## config.mk

```make
export PLATFORM = sky130hd
export DESIGN_NAME = multi_cycle_control_unit
export DESIGN_NICKNAME = d
export VERILOG_FILES = /design/src/rtl/multi_cycle_control_unit.sv
export SDC_FILE = /design/constraint.sdc
export NUM_CORES = 1
export LEC_CHECK = 0
export ABC_AREA = 1
export BUFFER_PORTS_ARGS = -buffer_cell sky130_fd_sc_hd__buf_4
export CAP_MARGIN = 20
export CORE_MARGIN = 2
export CORE_UTILIZATION = 30
export CTS_CLUSTER_DIAMETER = 30
export DETAILED_ROUTE_END_ITERATION = 7
export GPL_ROUTABILITY_DRIVEN = 0
export PLACE_DENSITY = 0.66
export SLEW_MARGIN = 20
export SYNTH_ARGS = -nofsm -noshare
export SYNTH_HDL_FRONTEND = slang
export SYNTH_SLANG_ARGS = --single-unit
```

## constraint.sdc

```tcl
create_clock -name clk -period 2 [get_ports clk]
set_input_delay 0.3 -clock clk [delete_from_list [all_inputs] [get_ports clk]]
set_output_delay 0.3 -clock clk [all_outputs]
set_load 0.03 [all_outputs]
```

## src/rtl/multi_cycle_control_unit.sv

```systemverilog
// ---------------------------------------------------------------------------
// multi_cycle_control_unit
//
// Control FSM for a multi-cycle RV32I-style datapath. Each instruction runs
// FETCH -> DECODE -> execute state(s) -> FETCH. Loads and stores hold a
// data-bus request until the bus reports completion. Every output is decoded
// from the current state; only aluControl also uses instrCode, and only the
// S_MEM/L_MEM outputs also use busReady.
//
// Build option:
//   ILLEGAL_TRAP_EN  defined   : an unknown opcode parks the FSM in TRAP
//                                with the sticky illegalInstr flag set,
//                                until reset.
//                    undefined : an unknown opcode behaves as a NOP that
//                                advances the PC. The illegalInstr port is
//                                not present.
//
// Ports:
//   clk            in   system clock, rising-edge active
//   reset_n        in   asynchronous active-low reset
//   instrCode[31:0] in  instruction held in the datapath IR
//   busReady       in   data-bus transfer completes this cycle
//   irEn           out  load the IR from instruction memory
//   PCEn           out  update the PC
//   regFileWe      out  register-file write enable
//   aluControl[3:0] out ALU operation code
//   aluSrcMuxSel   out  0 = rs2, 1 = immExt
//   RFWDSrcMuxSel[1:0] out writeback: 0 = ALU, 1 = load, 2 = PC+imm, 3 = PC+4
//   RD1MuxSel      out  1 forces ALU operand a to zero
//   branch         out  conditional-branch qualifier
//   Jump           out  JAL target select
//   busReq         out  data-bus request
//   busWe          out  data-bus write
//   illegalInstr   out  sticky illegal-opcode flag (ILLEGAL_TRAP_EN only)
//
// State   | meaning
// --------+--------------------------------------------------------------
// FETCH   | load the IR
// DECODE  | select the execute state from the opcode
// R_EXE   | register-register ALU op, write rd
// I_EXE   | register-immediate ALU op, write rd
// B_EXE   | branch compare, PC update qualified by branch
// LU_EXE  | LUI: 0 + imm to rd
// AU_EXE  | AUIPC: PC + imm to rd
// J_EXE   | JAL: PC + 4 to rd, jump
// JL_EXE  | JALR: PC + 4 to rd, target from rs1 + imm
// S_EXE   | store address generation
// S_MEM   | store bus transfer, wait for busReady
// L_EXE   | load address generation
// L_MEM   | load bus transfer, wait for busReady, then write rd
// TRAP    | unknown opcode
// ---------------------------------------------------------------------------
module multi_cycle_control_unit (
  input  logic        clk,
  input  logic        reset_n,
  input  logic [31:0] instrCode,
  input  logic        busReady,
  output logic        irEn,
  output logic        PCEn,
  output logic        regFileWe,
  output logic [3:0]  aluControl,
  output logic        aluSrcMuxSel,
  output logic [1:0]  RFWDSrcMuxSel,
  output logic        RD1MuxSel,
  output logic        branch,
  output logic        Jump,
  output logic        busReq,
  output logic        busWe
`ifdef ILLEGAL_TRAP_EN
  ,
  output logic        illegalInstr
`endif
);

  localparam logic [6:0] OP_R  = 7'b0110011;
  localparam logic [6:0] OP_I  = 7'b0010011;
  localparam logic [6:0] OP_B  = 7'b1100011;
  localparam logic [6:0] OP_LU = 7'b0110111;
  localparam logic [6:0] OP_AU = 7'b0010111;
  localparam logic [6:0] OP_J  = 7'b1101111;
  localparam logic [6:0] OP_JL = 7'b1100111;
  localparam logic [6:0] OP_S  = 7'b0100011;
  localparam logic [6:0] OP_L  = 7'b0000011;

  localparam logic [1:0] WD_ALU  = 2'd0;
  localparam logic [1:0] WD_LOAD = 2'd1;
  localparam logic [1:0] WD_PCIMM = 2'd2;
  localparam logic [1:0] WD_PC4  = 2'd3;

  typedef enum logic [3:0] {
    ST_FETCH,
    ST_DECODE,
    ST_R_EXE,
    ST_I_EXE,
    ST_B_EXE,
    ST_LU_EXE,
    ST_AU_EXE,
    ST_J_EXE,
    ST_JL_EXE,
    ST_S_EXE,
    ST_S_MEM,
    ST_L_EXE,
    ST_L_MEM,
    ST_TRAP
  } state_t;

  state_t     r_state;
  state_t     w_next;

  logic [6:0] w_opcode;
  logic [2:0] w_funct3;
  logic       w_bit30;
  logic       w_unused;

  assign w_opcode = instrCode[6:0];
  assign w_funct3 = instrCode[14:12];
  assign w_bit30  = instrCode[30];

  // Operand fields are consumed by the datapath, not by this controller.
  assign w_unused = ^{instrCode[31], instrCode[29:15], instrCode[11:7]};

  // State register
  always_ff @(posedge clk or negedge reset_n) begin
    if (!reset_n) begin
      r_state <= ST_FETCH;
    end else begin
      r_state <= w_next;
    end
  end

  // Next-state logic
  always_comb begin
    w_next = r_state;
    case (r_state)
      ST_FETCH:  w_next = ST_DECODE;
      ST_DECODE: begin
        case (w_opcode)
          OP_R:    w_next = ST_R_EXE;
          OP_I:    w_next = ST_I_EXE;
          OP_B:    w_next = ST_B_EXE;
          OP_LU:   w_next = ST_LU_EXE;
          OP_AU:   w_next = ST_AU_EXE;
          OP_J:    w_next = ST_J_EXE;
          OP_JL:   w_next = ST_JL_EXE;
          OP_S:    w_next = ST_S_EXE;
          OP_L:    w_next = ST_L_EXE;
          default: w_next = ST_TRAP;
        endcase
      end
      ST_R_EXE,
      ST_I_EXE,
      ST_B_EXE,
      ST_LU_EXE,
      ST_AU_EXE,
      ST_J_EXE,
      ST_JL_EXE: w_next = ST_FETCH;
      ST_S_EXE:  w_next = ST_S_MEM;
      ST_S_MEM:  w_next = busReady ? ST_FETCH : ST_S_MEM;
      ST_L_EXE:  w_next = ST_L_MEM;
      ST_L_MEM:  w_next = busReady ? ST_FETCH : ST_L_MEM;
`ifdef ILLEGAL_TRAP_EN
      ST_TRAP:   w_next = ST_TRAP;
`else
      ST_TRAP:   w_next = ST_FETCH;
`endif
      default:   w_next = ST_FETCH;
    endcase
  end

  // Output decode
  always_comb begin
    irEn          = 1'b0;
    PCEn          = 1'b0;
    regFileWe     = 1'b0;
    aluControl    = 4'b0000;
    aluSrcMuxSel  = 1'b0;
    RFWDSrcMuxSel = WD_ALU;
    RD1MuxSel     = 1'b0;
    branch        = 1'b0;
    Jump          = 1'b0;
    busReq        = 1'b0;
    busWe         = 1'b0;
    case (r_state)
      ST_FETCH: irEn = 1'b1;
      ST_R_EXE: begin
        PCEn       = 1'b1;
        regFileWe  = 1'b1;
        aluControl = {w_bit30, w_funct3};
      end
      ST_I_EXE: begin
        PCEn         = 1'b1;
        regFileWe    = 1'b1;
        aluSrcMuxSel = 1'b1;
        // bit 30 only distinguishes SRAI from SRLI; elsewhere it is immediate data
        aluControl   = (w_funct3 == 3'b101) ? {w_bit30, w_funct3} : {1'b0, w_funct3};
      end
      ST_B_EXE: begin
        PCEn       = 1'b1;
        branch     = 1'b1;
        aluControl = {1'b0, w_funct3};
      end
      ST_LU_EXE: begin
        PCEn         = 1'b1;
        regFileWe    = 1'b1;
        aluSrcMuxSel = 1'b1;
        RD1MuxSel    = 1'b1;
        RFWDSrcMuxSel = WD_ALU;
      end
      ST_AU_EXE: begin
        PCEn          = 1'b1;
        regFileWe     = 1'b1;
        RFWDSrcMuxSel = WD_PCIMM;
      end
      ST_J_EXE: begin
        PCEn          = 1'b1;
        regFileWe     = 1'b1;
        Jump          = 1'b1;
        RFWDSrcMuxSel = WD_PC4;
      end
      ST_JL_EXE: begin
        PCEn          = 1'b1;
        regFileWe     = 1'b1;
        aluSrcMuxSel  = 1'b1;
        RFWDSrcMuxSel = WD_PC4;
      end
      ST_S_EXE: aluSrcMuxSel = 1'b1;
      ST_S_MEM: begin
        aluSrcMuxSel = 1'b1;
        busReq       = 1'b1;
        busWe        = 1'b1;
        PCEn         = busReady;
      end
      ST_L_EXE: aluSrcMuxSel = 1'b1;
      ST_L_MEM: begin
        aluSrcMuxSel = 1'b1;
        busReq       = 1'b1;
        // commit only in the completion cycle so a wait-state load never
        // writes stale bus data
        regFileWe    = busReady;
        PCEn         = busReady;
        RFWDSrcMuxSel = busReady ? WD_LOAD : WD_ALU;
      end
`ifdef ILLEGAL_TRAP_EN
      ST_TRAP: PCEn = 1'b0;
`else
      ST_TRAP: PCEn = 1'b1;
`endif
      default: ;
    endcase
  end

`ifdef ILLEGAL_TRAP_EN
  logic r_illegal;

  // Set on the edge that enters TRAP so the flag is visible in the first TRAP cycle.
  always_ff @(posedge clk or negedge reset_n) begin
    if (!reset_n) begin
      r_illegal <= 1'b0;
    end else if (w_next == ST_TRAP) begin
      r_illegal <= 1'b1;
    end
  end

  assign illegalInstr = r_illegal;
`endif

endmodule

```

==> reports/metrics.yaml <==
run_status:
  status: "finished clean"
cts:
  ctsResizeCount: 0
  htree_levels: 1
  clk_latency_ns: 0.23
  cts_tree: "done"
  ctsHoldBuffers: 1
  cts_buffers: 3
  clkSinkCount: 4
  post_cts_buffers: 0
  clk_pin_slew_ns: 0.04
  clockBufferDepth: 2
  root_buffer: "clkbuf_4"
die:
  ios: 50
  core-area_um2: 1760
  die_w_um: 47.8
  fp.dieArea_um2: 2280
  die_h_um: 47.8
  start_util_pct: 32.6
  rows: 15
final_layout:
  layout-drive-gt1-share_pct: 35.3
  top_register: "r_state"
  antennaDiodeCount: 0
  regArea_um2: 100
  instances_no_fill: 164
  fill_cells: 207
  nets: 176
  reg_top3: "r_state (4)"
  multi_input_area_um2: 403
  syn_to_final_growth_pct: 47.7
  final_util_pct: 48.1
  largest_reg_flops: 4
power_and_ir_drop:
  p_leak_nw: 0.494
  power.density_nw_per_um2: 1360
  ir_drop_v: 0.000628
yosys:
  netlist.area_leader.share_pct: 22.2
  seq_area_frac_synth_pct: 17.4
  synthCells: 107
  synth_warnings: 0
  ys_seq_elements: 4
  synth_area_um2: 574
  synth_nets: 142
  ys_top_cells_by_area: "nand2_1, dfrtp_1, nor2_1, inv_1, nor2_2"
  synth.distinct_cells: 21
  synth_top_area_cell: "nand2_1"
  avgSynthCellArea_um2: 5.37
placement:
  hpwlAfterDp_um: 1360
  post-place-cells: 160
  portBuffers: 28
worst_setup_path:
  cp_data_arrival_time_ns: 1.50
  r2r_setup_slack_ns: 0.78
  cp-start-kind: "flop"
  critPathKind: "flop to output pin"
  reg2regPathDepth: 4
  cp-end-kind: "output pin"
  r2r_end: "r_state[2]"
  crit_required_ns: 1.70
  r2r-start: "r_state[1]"
  cp_max_fo: 6
sta:
  hold_viol: 0
  timing.fmax_ghz: 0.554
  rsz0062_at_grt: "no"
  fin_setup_tns_ns: 0
  setup_violations: 0
  min_period_over_period_pct: 90.2
  finalMaxSlewViolations: 0
  fin_worst_skew_ns: 0.00224
  slew_headroom_pct: 82.0
  fin_crit_ns: 1.80
  max_slew.worst_pin.slew_ns: 0.269
routing:
  drc: 0
  initialDrtViolationCount: 5
  antenna_left: 0
  wl_per_cell_um: 9.86
  dr.pass1.iters: 4
  viasPerCell: 4.70
  postRouteWirelength_um: 1620
  vias: 771
global_route:
  grt_use_total_pct: 15.1
  grt_start_max_net_pins: 7
  grt_pass1_vias: 653
  overflow: 0
  grt_pass1_wl_um: 2500
  antenna_found_initial: 0
job:
  drv_cap: 0
min_path:
  hp-class: "input port to asynchronous set/reset pin"
-- per-layer routing --
layer  track usage (%)  share of wire, %  routed length, um
met1              19.9                47                754
met2              23.7                46                740
met3              3.02               6.2                100
met4              7.03               1.4                 22
met5                 0                 0                  0
-- critical path: stages (launching register included) --
cell,delay [ns]
dfrtp_1,0.43
nor2_1,0.15
inv_2,0.07
nor2_1,0.22
nor2_1,0.13
nor2_1,0.10
buf_4,0.16
-- final cells by class --
type	count	share of cell area, %
clock buffer	3	2.65
timing repair buffer	29	26.0
tap	25	3.69
sequential	4	11.8
inverter	19	8.41
multi-input combinational	84	47.5
-- power breakdown --
part / leakage, nW / total (W) / switching (W) / internal, W
Clock: 0.0138 / 0.000102 / 0.0000347 / 0.0000672
Combinational: 0.429 / 0.000873 / 0.000570 / 0.000303
Sequential: 0.0513 / 0.000175 / 0.0000575 / 0.000117
-- cell usage after synthesis --
cell / number
nand2_1: 34
a31o_1: 1
o22ai_1: 1
nor3_1: 1
o211ai_1: 2
o2111ai_1: 1
nand3_1: 4
nand4_1: 2
nor2_4: 1
inv_1: 13
o21ai_1: 2
nor2_2: 7
nand3_2: 1
o21ai_2: 1
inv_2: 6
o21bai_1: 1
dfrtp_1: 4
nand2_2: 1
nor2_1: 21
a21oi_1: 2
nor3b_2: 1
-- metrics by stage --
| stage | hold slack, ns | worst slack (ns) | cell area [um^2] | power, W |
|---|---|---|---|---|
| 5_1_grt | 0.412 | 0.0675 | 848 | 0.00124 |
| 4_1_cts | 0.399 | 0.203 | 848 | 0.00115 |
| 6_report | 0.400 | 0.196 | 848 | 0.00115 |
| 2_1_floorplan | 0.00441 | 0.208 | 574 | 0.000755 |
| 3_3_place_gp | 0.0969 | 0.473 | 816 | 0.00103 |
| 3_5_place_dp | 0.0987 | 0.458 | 816 | 0.00105 |
-- worst max path at each step --
stage | end | startpoint | slack, ns | cells past startpoint
2_1_floorplan | aluControl[0] | r_state[1] | 0.21 | 5
3_3_place_gp | aluControl[0] | r_state[3] | 0.47 | 6
3_5_place_dp | aluControl[2] | r_state[3] | 0.46 | 6
4_1_cts | aluControl[0] | r_state[3] | 0.20 | 6
5_1_grt | aluControl[2] | r_state[3] | 0.07 | 6
6_report | aluControl[2] | r_state[3] | 0.20 | 6
-- logic make-up (layout without fill, tap and decap cells) --
group | count (synthesis) | after routing | synth area share (%)
AO/OA/AOI/OAI | 11 | 11 | 13.1
AND/OR/NAND/NOR | 73 | 73 | 57.1
buffers and inverters | 19 | 51 | 12.4
flip-flops | 4 | 4 | 17.4
-- layout by cell type, fill, tap and decap left out, types with 3 or more instances in the layout --
master,count
inv_2,6
buf_4,28
nor2_1,21
nand2_1,34
dfrtp_1,4
inv_1,13
nor2_2,7
clkbuf_4,3
nand3_1,4
Note: power is estimated with default switching activity, not from simulation.
